[config.mk]
export PLATFORM = sky130hd
export DESIGN_NAME = plic_prio
export DESIGN_NICKNAME = d
export VERILOG_FILES = /design/src/rtl/plic_prio.sv
export SDC_FILE = /design/constraint.sdc
export NUM_CORES = 1
export LEC_CHECK = 0
export CAP_MARGIN = 25
export CORE_UTILIZATION = 40
export DETAILED_ROUTE_END_ITERATION = 16
export DONT_BUFFER_PORTS = 1
export GPL_TIMING_DRIVEN = 1
export HOLD_SLACK_MARGIN = 0.12
export PLACE_DENSITY_LB_ADDON = 0.1
export SLEW_MARGIN = 20
export SYNTH_ARGS = -nofsm -noshare
export SYNTH_HDL_FRONTEND = slang
export SYNTH_SLANG_ARGS = --single-unit
export TNS_END_PERCENT = 50
[constraint.sdc]
create_clock -name clk -period 10.71 [get_ports clk]
set_input_delay 1.071 -clock clk [delete_from_list [all_inputs] [get_ports clk]]
set_output_delay 1.071 -clock clk [all_outputs]
set_load 0.02 [all_outputs]
[src/rtl/plic_prio.sv]
// plic_prio: priority interrupt controller with per-source gateways, threshold and claim/complete handshake
//   clk            core clock, all state on rising edge
//   reset_n        asynchronous active-low reset
//   irq_i          raw interrupt lines, source k on bit k (1..IRQ_CNT)
//   ie_i           per-source enable
//   edge_i         gateway mode: 1 = rising-edge, 0 = level-high
//   prio_i         priorities, source k at [k*PRIO_W-1 -: PRIO_W]; 0 never interrupts
//   threshold_i    a source interrupts only if its priority exceeds this
//   claim_i        one-cycle pulse claiming the current id_o
//   complete_i     one-cycle completion pulse for complete_id_i
//   complete_id_i  ID being completed
//   irq_o          registered, high when id_o != 0
//   id_o           registered best claimable ID, 0 if none
// Build option: define PLIC_SYNC_EN to pass irq_i through a 2-flop synchroniser.
module plic_prio #(
  parameter int IRQ_CNT = 8,
  parameter int PRIO_W = 3,
  localparam int ID_W = $clog2(IRQ_CNT + 1)
) (
  input  logic                      clk,
  input  logic                      reset_n,
  input  logic [IRQ_CNT:1]          irq_i,
  input  logic [IRQ_CNT:1]          ie_i,
  input  logic [IRQ_CNT:1]          edge_i,
  input  logic [IRQ_CNT*PRIO_W-1:0] prio_i,
  input  logic [PRIO_W-1:0]         threshold_i,
  input  logic                      claim_i,
  input  logic                      complete_i,
  input  logic [ID_W-1:0]           complete_id_i,
  output logic                      irq_o,
  output logic [ID_W-1:0]           id_o
);
  localparam logic [1:0] IDLE = 2'd0, PEND = 2'd1, INFL = 2'd2;
  logic [1:0] st [1:IRQ_CNT];
  logic [IRQ_CNT:1] irq_g, hist;
  logic [ID_W-1:0] win;
  logic [PRIO_W-1:0] win_p;
`ifdef PLIC_SYNC_EN
  logic [IRQ_CNT:1] s1, s2;
  always_ff @(posedge clk or negedge reset_n)
    if (!reset_n) begin
      s1 <= '0;
      s2 <= '0;
    end else begin
      s1 <= irq_i;
      s2 <= s1;
    end
  assign irq_g = s2;
`else
  assign irq_g = irq_i;
`endif
  // Strictly-greater update while scanning upward makes ties resolve to the lowest ID.
  // The source being claimed this cycle is skipped so id_o never repeats it.
  always_comb begin
    win = '0;
    win_p = '0;
    for (int k = 1; k <= IRQ_CNT; k++)
      if (st[k] == PEND && ie_i[k] && prio_i[k*PRIO_W-1 -: PRIO_W] > threshold_i &&
          !(claim_i && id_o == ID_W'(k)) && prio_i[k*PRIO_W-1 -: PRIO_W] > win_p) begin
        win = ID_W'(k);
        win_p = prio_i[k*PRIO_W-1 -: PRIO_W];
      end
  end
  always_ff @(posedge clk or negedge reset_n)
    if (!reset_n) begin
      for (int k = 1; k <= IRQ_CNT; k++) st[k] <= IDLE;
      hist <= '0;
      id_o <= '0;
      irq_o <= 1'b0;
    end else begin
      hist <= irq_g;
      id_o <= win;
      irq_o <= win != '0;
      for (int k = 1; k <= IRQ_CNT; k++)
        case (st[k])
          IDLE: if (irq_g[k] && !(edge_i[k] && hist[k])) st[k] <= PEND;
          PEND: if (claim_i && id_o == ID_W'(k)) st[k] <= INFL;
          INFL: if (complete_i && complete_id_i == ID_W'(k)) st[k] <= IDLE;
          default: st[k] <= IDLE;
        endcase
    end
endmodule

After elaboration in Yosys (flattened, before gate mapping)
Index checks and enable logic that the tools add are counted.

$add $sub $neg: 0. Multiply operators: 0. Divide/modulo/power cells: 0. Order comparisons: 16. Equality and inequality tests: 56. Shift-type cells: 0. Multiplexer cells: 47. Bitwise gates (word level): 0. Reductions and logical operators: 97.

Operators by type and width (count): logical AND 1 bit (64); 2-to-1 mux 2 bit (25); case mux 2 bit (3 select lines) (8); greater-than comparator 3 bit (15); == test 4 x 3 -> 1 bit, second input constant (8); != test 2 bit, second input constant (16); 2-to-1 mux 4 bit (6); AND reduction 3 bit (8); 2-to-1 mux 3 bit (7); == test 2 x 1 -> 1 bit, second input constant (8); == test 2 bit, second input constant (8); == test 4 x 2 -> 1 bit, second input constant (4); zero test 1 bit (16); zero test 2 bit (8); != test 2 x 1 -> 1 bit, second input constant (8); == test 4 x 1 -> 1 bit, second input constant (2); == test 4 bit, second input constant (2); nonzero test 4 bit (1); greater-than comparator 3 x 1 -> 1 bit, second input constant (1); 2-to-1 mux 1 bit (1).

Bits in registers: 29. Latch bits: 0. Bits in writable memories: 0. Bits in read-only memories: 0. Output and inout port bits: 5. Memories kept: 0.

Longest topological paths before layout
Word-level depth: 28. Mapped depth: 54.

Worst setup path before layout
Ideal clock, no wire load.

Path kind: input to register. From: in threshold_i[2]. To: reg irq_o. Library setup time: 0.071 ns. Arrival: 10.362 ns. Path slack: 0.277 ns. Stages on the path: 50. Path buffers: 1. Cells stage by stage: inv_1 > ha_1 > a311oi_2 > o2111ai_1 > ha_1 > nor2b_1 > o21a_1 > o211a_1 > a21oi_1 > nor2_1 > ha_1 > nand3b_1 > a22oi_2 > o211ai_2 > or2_2 > nand2_1 > ha_1 > nor2b_1 > [14 not listed] > o211ai_2 > a21oi_1 > a31oi_1 > ha_1 > nand3_1 > nand4b_1 > a311oi_1 > o211ai_1 > buf_1 > nor2_1 > a41o_2 > a21oi_1 > ha_1 > a311oi_1 > nand2_1 > a311oi_1 > nor3_1 > nand4_1.

Word-level cells in the longest chain between the ends: 27. Elaborated cells between the ends (all ways): 55.

RTL lines: start, declared (line 26) `input logic [PRIO_W-1:0] threshold_i,`; greater-than comparator 3 bit (line 58) `if (st[k] == PEND && ie_i[k] && prio_i[k*PRIO_W-1 -: PRIO_W] > threshold_i &&`; logical AND 1 bit (2 in a row) (line 58); logical AND 1 bit (line 59) `!(claim_i && id_o == ID_W'(k)) && prio_i[k*PRIO_W-1 -: PRIO_W] > win_p) begin`; 2-to-1 mux 3 bit (line 58); greater-than comparator 3 bit (line 59); logical AND 1 bit (line 59); 2-to-1 mux 3 bit (line 58); greater-than comparator 3 bit (line 59); [11 not listed]; greater-than comparator 3 bit (line 59); logical AND 1 bit (line 59); 2-to-1 mux 3 bit (line 58); greater-than comparator 3 bit (line 59); logical AND 1 bit (line 59); 2-to-1 mux 4 bit (*) (line 58); via win[3] (line 36) `logic [ID_W-1:0] win;`; nonzero test 4 bit (*) (line 73) `irq_o <= win != '0;`; end signal, assigned (line 69) `irq_o <= 1'b0;`; end signal, assigned (line 73); end, declared (line 30) `output logic irq_o,`.

The timed path passes the listed nets; every way through them passes the cells marked *. A chain may end at the register's enable or synchronous reset.

Final worst setup path
From: in prio_i[0]. To: reg id_o[1].

Word-level cells in the longest chain between the ends: 26. Elaborated cells between the ends (all ways): 33.

RTL lines: start, declared (line 25) `input logic [IRQ_CNT*PRIO_W-1:0] prio_i,`; greater-than comparator 3 bit (line 58); logical AND 1 bit (2 in a row) (line 58); logical AND 1 bit (line 59); 2-to-1 mux 3 bit (*) (line 58); greater-than comparator 3 bit (line 59); logical AND 1 bit (line 59); 2-to-1 mux 3 bit (line 58); greater-than comparator 3 bit (line 59); [10 not listed]; 2-to-1 mux 3 bit (line 58); greater-than comparator 3 bit (line 59); logical AND 1 bit (line 59); 2-to-1 mux 3 bit (line 58); greater-than comparator 3 bit (line 59); logical AND 1 bit (line 59); 2-to-1 mux 4 bit (*) (line 58); via win[1] (line 36); end signal, assigned (line 72) `id_o <= win;`; end, declared (line 31) `output logic [ID_W-1:0] id_o`.

Marks and branches as above.

==> reports/qor.csv <==
stage,metric,value,unit
grt,overflow,0,
timing,final_hold_viol_count,0,
timing,maxSlewViolCount,0,
timing,tightest_slew,1000,ps
cells_and_area,ff_latch_area,726,µm²
power,p_total,566,µW
grt,grt_pass1_wl,12000,µm
power,ir_drop,0.0867,mV
setup_path,crit_type,input port to flop,
yosys,ys_warn_count,0,
clock_tree,root_buffer,clkbuf_8,
detailed_routing,vias,2491,
placement,place_area,2970,µm²
yosys,syn_nets,426,
floorplan,die_area,7230,µm²
timing,fin_crit,10110,ps
worst_hold_path,hold_path.class,flop to flop,
job,cap_violations,0,
timing,max_freq,0.0989,GHz
yosys,synthArstFlopShare,1.00,
yosys,ys_seq_area_frac,0.263,
grt,grt_antenna_before_repair,0,
detailed_routing,ant_nets,0,
setup_path,setup.worst_path.start_class,input port,
cells_and_area,utilization,0.493,
timing,layout_setup_ws,599,ps
yosys,ys_top_cells_by_area,"dfrtp_1 (26%), ha_1 (19%), nand2_1 (5.0%), nor2_1 (3.9%), a21oi_1 (3.8%)",
yosys,ys_ff_latch,29,
timing,slew_headroom,0.325,
detailed_routing,viasPerCell,5.81,
setup_path,crit_required,10860,ps
floorplan,floorplan.initialDensity,0.424,
detailed_routing,remaining_drc_errors,0,
detailed_routing,finalWirelength,7360,µm
yosys,synth-main-ff-cell,dfrtp_1,
setup_path,r2r_cells,47,
cells_and_area,layout_common_cells,"ha_1 (39), nand2_1 (36), dfrtp_1 (29), nor2_1 (25), inv_1 (23)",
placement,routabilityCongestion,0.836,
floorplan,io_pins,64,
grt,grt_start_max_net_pins,30,
cells_and_area,fillCellCount,658,
placement,dp_hpwl,5970,µm
yosys,synth-edff-count,0,
yosys,syn_avg_cell_area,8.46,µm²
cells_and_area,final_common_cell,ha_1,
placement,port_buffers,0,
yosys,synth_cells,326,
clock_tree,clk_pin_slew,60,ps
status,status,"complete, no violations",
detailed_routing,wl_per_cell,17.1,µm
power,power_density,177,nW/µm²
setup_path,cp_data_arrival_time,10260,ps
detailed_routing,drtPass1Iterations,4,
floorplan,die_h,85.0,µm
clock_tree,cts_tree,built,
clock_tree,clk_latency,270,ps
cells_and_area,final_net_count,451,
timing,fin_crit_sh,0.944,
clock_tree,cts-hold-fix-buffers,0,
cells_and_area,area_delta_synth_final,16.3,%
setup_path,slowest_stage,a311oi_2,
clock_tree,cts_made_buffers,5,
setup_path,cpMostUsedCell,ha_1,
cells_and_area,postLayoutCellArea,3200,µm²
timing,finalSetupTns,0,ps
floorplan,die_w,85.0,µm
worst_hold_path,whs_path_depth,1,
placement,dp_worst_setup_slack,-110,ps
floorplan,core_area,6490,µm²
cells_and_area,multi_input_area,2040,µm²
yosys,synth_top_cell_area_share,0.263,
timing,finalSetupViolCount,0,
clock_tree,cts-htree-levels,2,
setup_path,crit_fanout,7,
cells_and_area,n_antenna_cell,0,
clock_tree,clock_sinks,29,
cells_and_area,final_layout_size_suffix_gt1_frac,0.188,
yosys,synth_cell_types,54,
clock_tree,clock_path_buffers,2,
yosys,netlist_area,2760,µm²
grt,first_global_vias,2506,
setup_path,cp-end-kind,flop,
power,power.leakage,0.00150,µW
floorplan,num_rows,29,
yosys,synth_top_area_cell,dfrtp_1,
grt,grtUsageTotal,0.210,
detailed_routing,first_iter_violations,88,
timing,fin_worst_skew,3.64,ps
setup_path,slowest_delay,350,ps
what timing repair did:
item                       CTS  global route
setup endpoints to repair    0             5
resized for setup            0            22
buffers inserted             0             3
where the power goes:
group	switching (µW)	total, µW	internal, µW
clock network	40.3	98.2	58.0
logic	155	294	139
registers	35.6	174	138
total	231	566	335
worst max-delay path, delay by kind of cell:
family / cells / cell delay, ps
mux: 2 / 690
buf+inv: 3 / 410
compound gates: 21 / 4010
fa+ha+maj: 8 / 2270
simple gates: 14 / 1810
cell type report:
type | instances | share of cell area
Clock buffer | 7 | 0.0301
Multi-Input combinational cell | 272 | 0.637
Tap cell | 77 | 0.0301
Inverter | 23 | 0.0269
Timing Repair Buffer | 20 | 0.0480
Sequential cell | 29 | 0.226
Clock inverter | 1 | 0.00156
through the flow:
stage	instances	hold slack, ps
final	429	441
after global routing	429	463
after floorplan	326	411
after detailed placement	418	429
after CTS	426	442
after global placement	418	428
cell usage after synthesis, types with 2 or more instances:
library cell and n:
mux2_2 3, a21oi_1 21, a211o_1 2, a21boi_0 2, a21o_2 2, nor2b_1 12, or2_2 4, inv_1 23
ha_1 41, nor3_1 6, and3_1 3, a31oi_1 4, o311ai_0 2, o211a_1 3, nand3_1 11, nand4_1 2
o22ai_1 3, nand4b_1 3, o21ai_0 14, nand2_1 37, a21o_1 6, o211ai_1 3, o211ai_2 2, nand3b_1 4
dfrtp_1 29, and2_1 2, a311oi_1 6, o21a_1 11, o2111ai_1 2, a41oi_1 4, nand2b_1 8, nor2_1 29
cells by family (layout without fill, tap and decap cells):
| kind of cell | after synthesis | in the layout | synth area share |
|---|---|---|---|
| buffers and inverters | 25 | 51 | 0.0345 |
| AND/OR/NAND/NOR | 128 | 128 | 0.239 |
| flip-flops | 29 | 29 | 0.263 |
| multiplexers | 4 | 4 | 0.0159 |
| adder cells (fa/ha/maj) | 41 | 41 | 0.186 |
| AO/OA/AOI/OAI | 99 | 99 | 0.261 |
flip-flops by register name, summed over array words and instances, names as in the netlist:
signal,count
st,16
hist,8
id_o,4
irq_o,1
path summary, 6_finish.rpt:
check,slack [ps],startpoint,to
setup / recovery,600,prio_i[0],id_o[1]$_DFF_PN0_
hold / removal,440,st[1]$_DFFE_PN0P_,st[0]$_DFFE_PN0P_
setup reg to reg,1060,id_o[3]$_DFF_PN0_,id_o[1]$_DFF_PN0_
hold reg to reg,440,st[1]$_DFFE_PN0P_,st[0]$_DFFE_PN0P_
max in group asynchronous,10150,reset_n,st[5]$_DFFE_PN0P_
min in group asynchronous,490,reset_n,hist[5]$_DFF_PN0_
routing by layer:
metal | wire length (µm) | vias to the layer above | track usage
li1 | - | 1258 | -
met1 | 3490 | 1164 | 0.291
met2 | 3440 | 67 | 0.342
met3 | 411 | 2 | 0.0438
met4 | 15 | 0 | 0.0339
met5 | 0 | - | 0
Power figures use the tool's default switching activity.
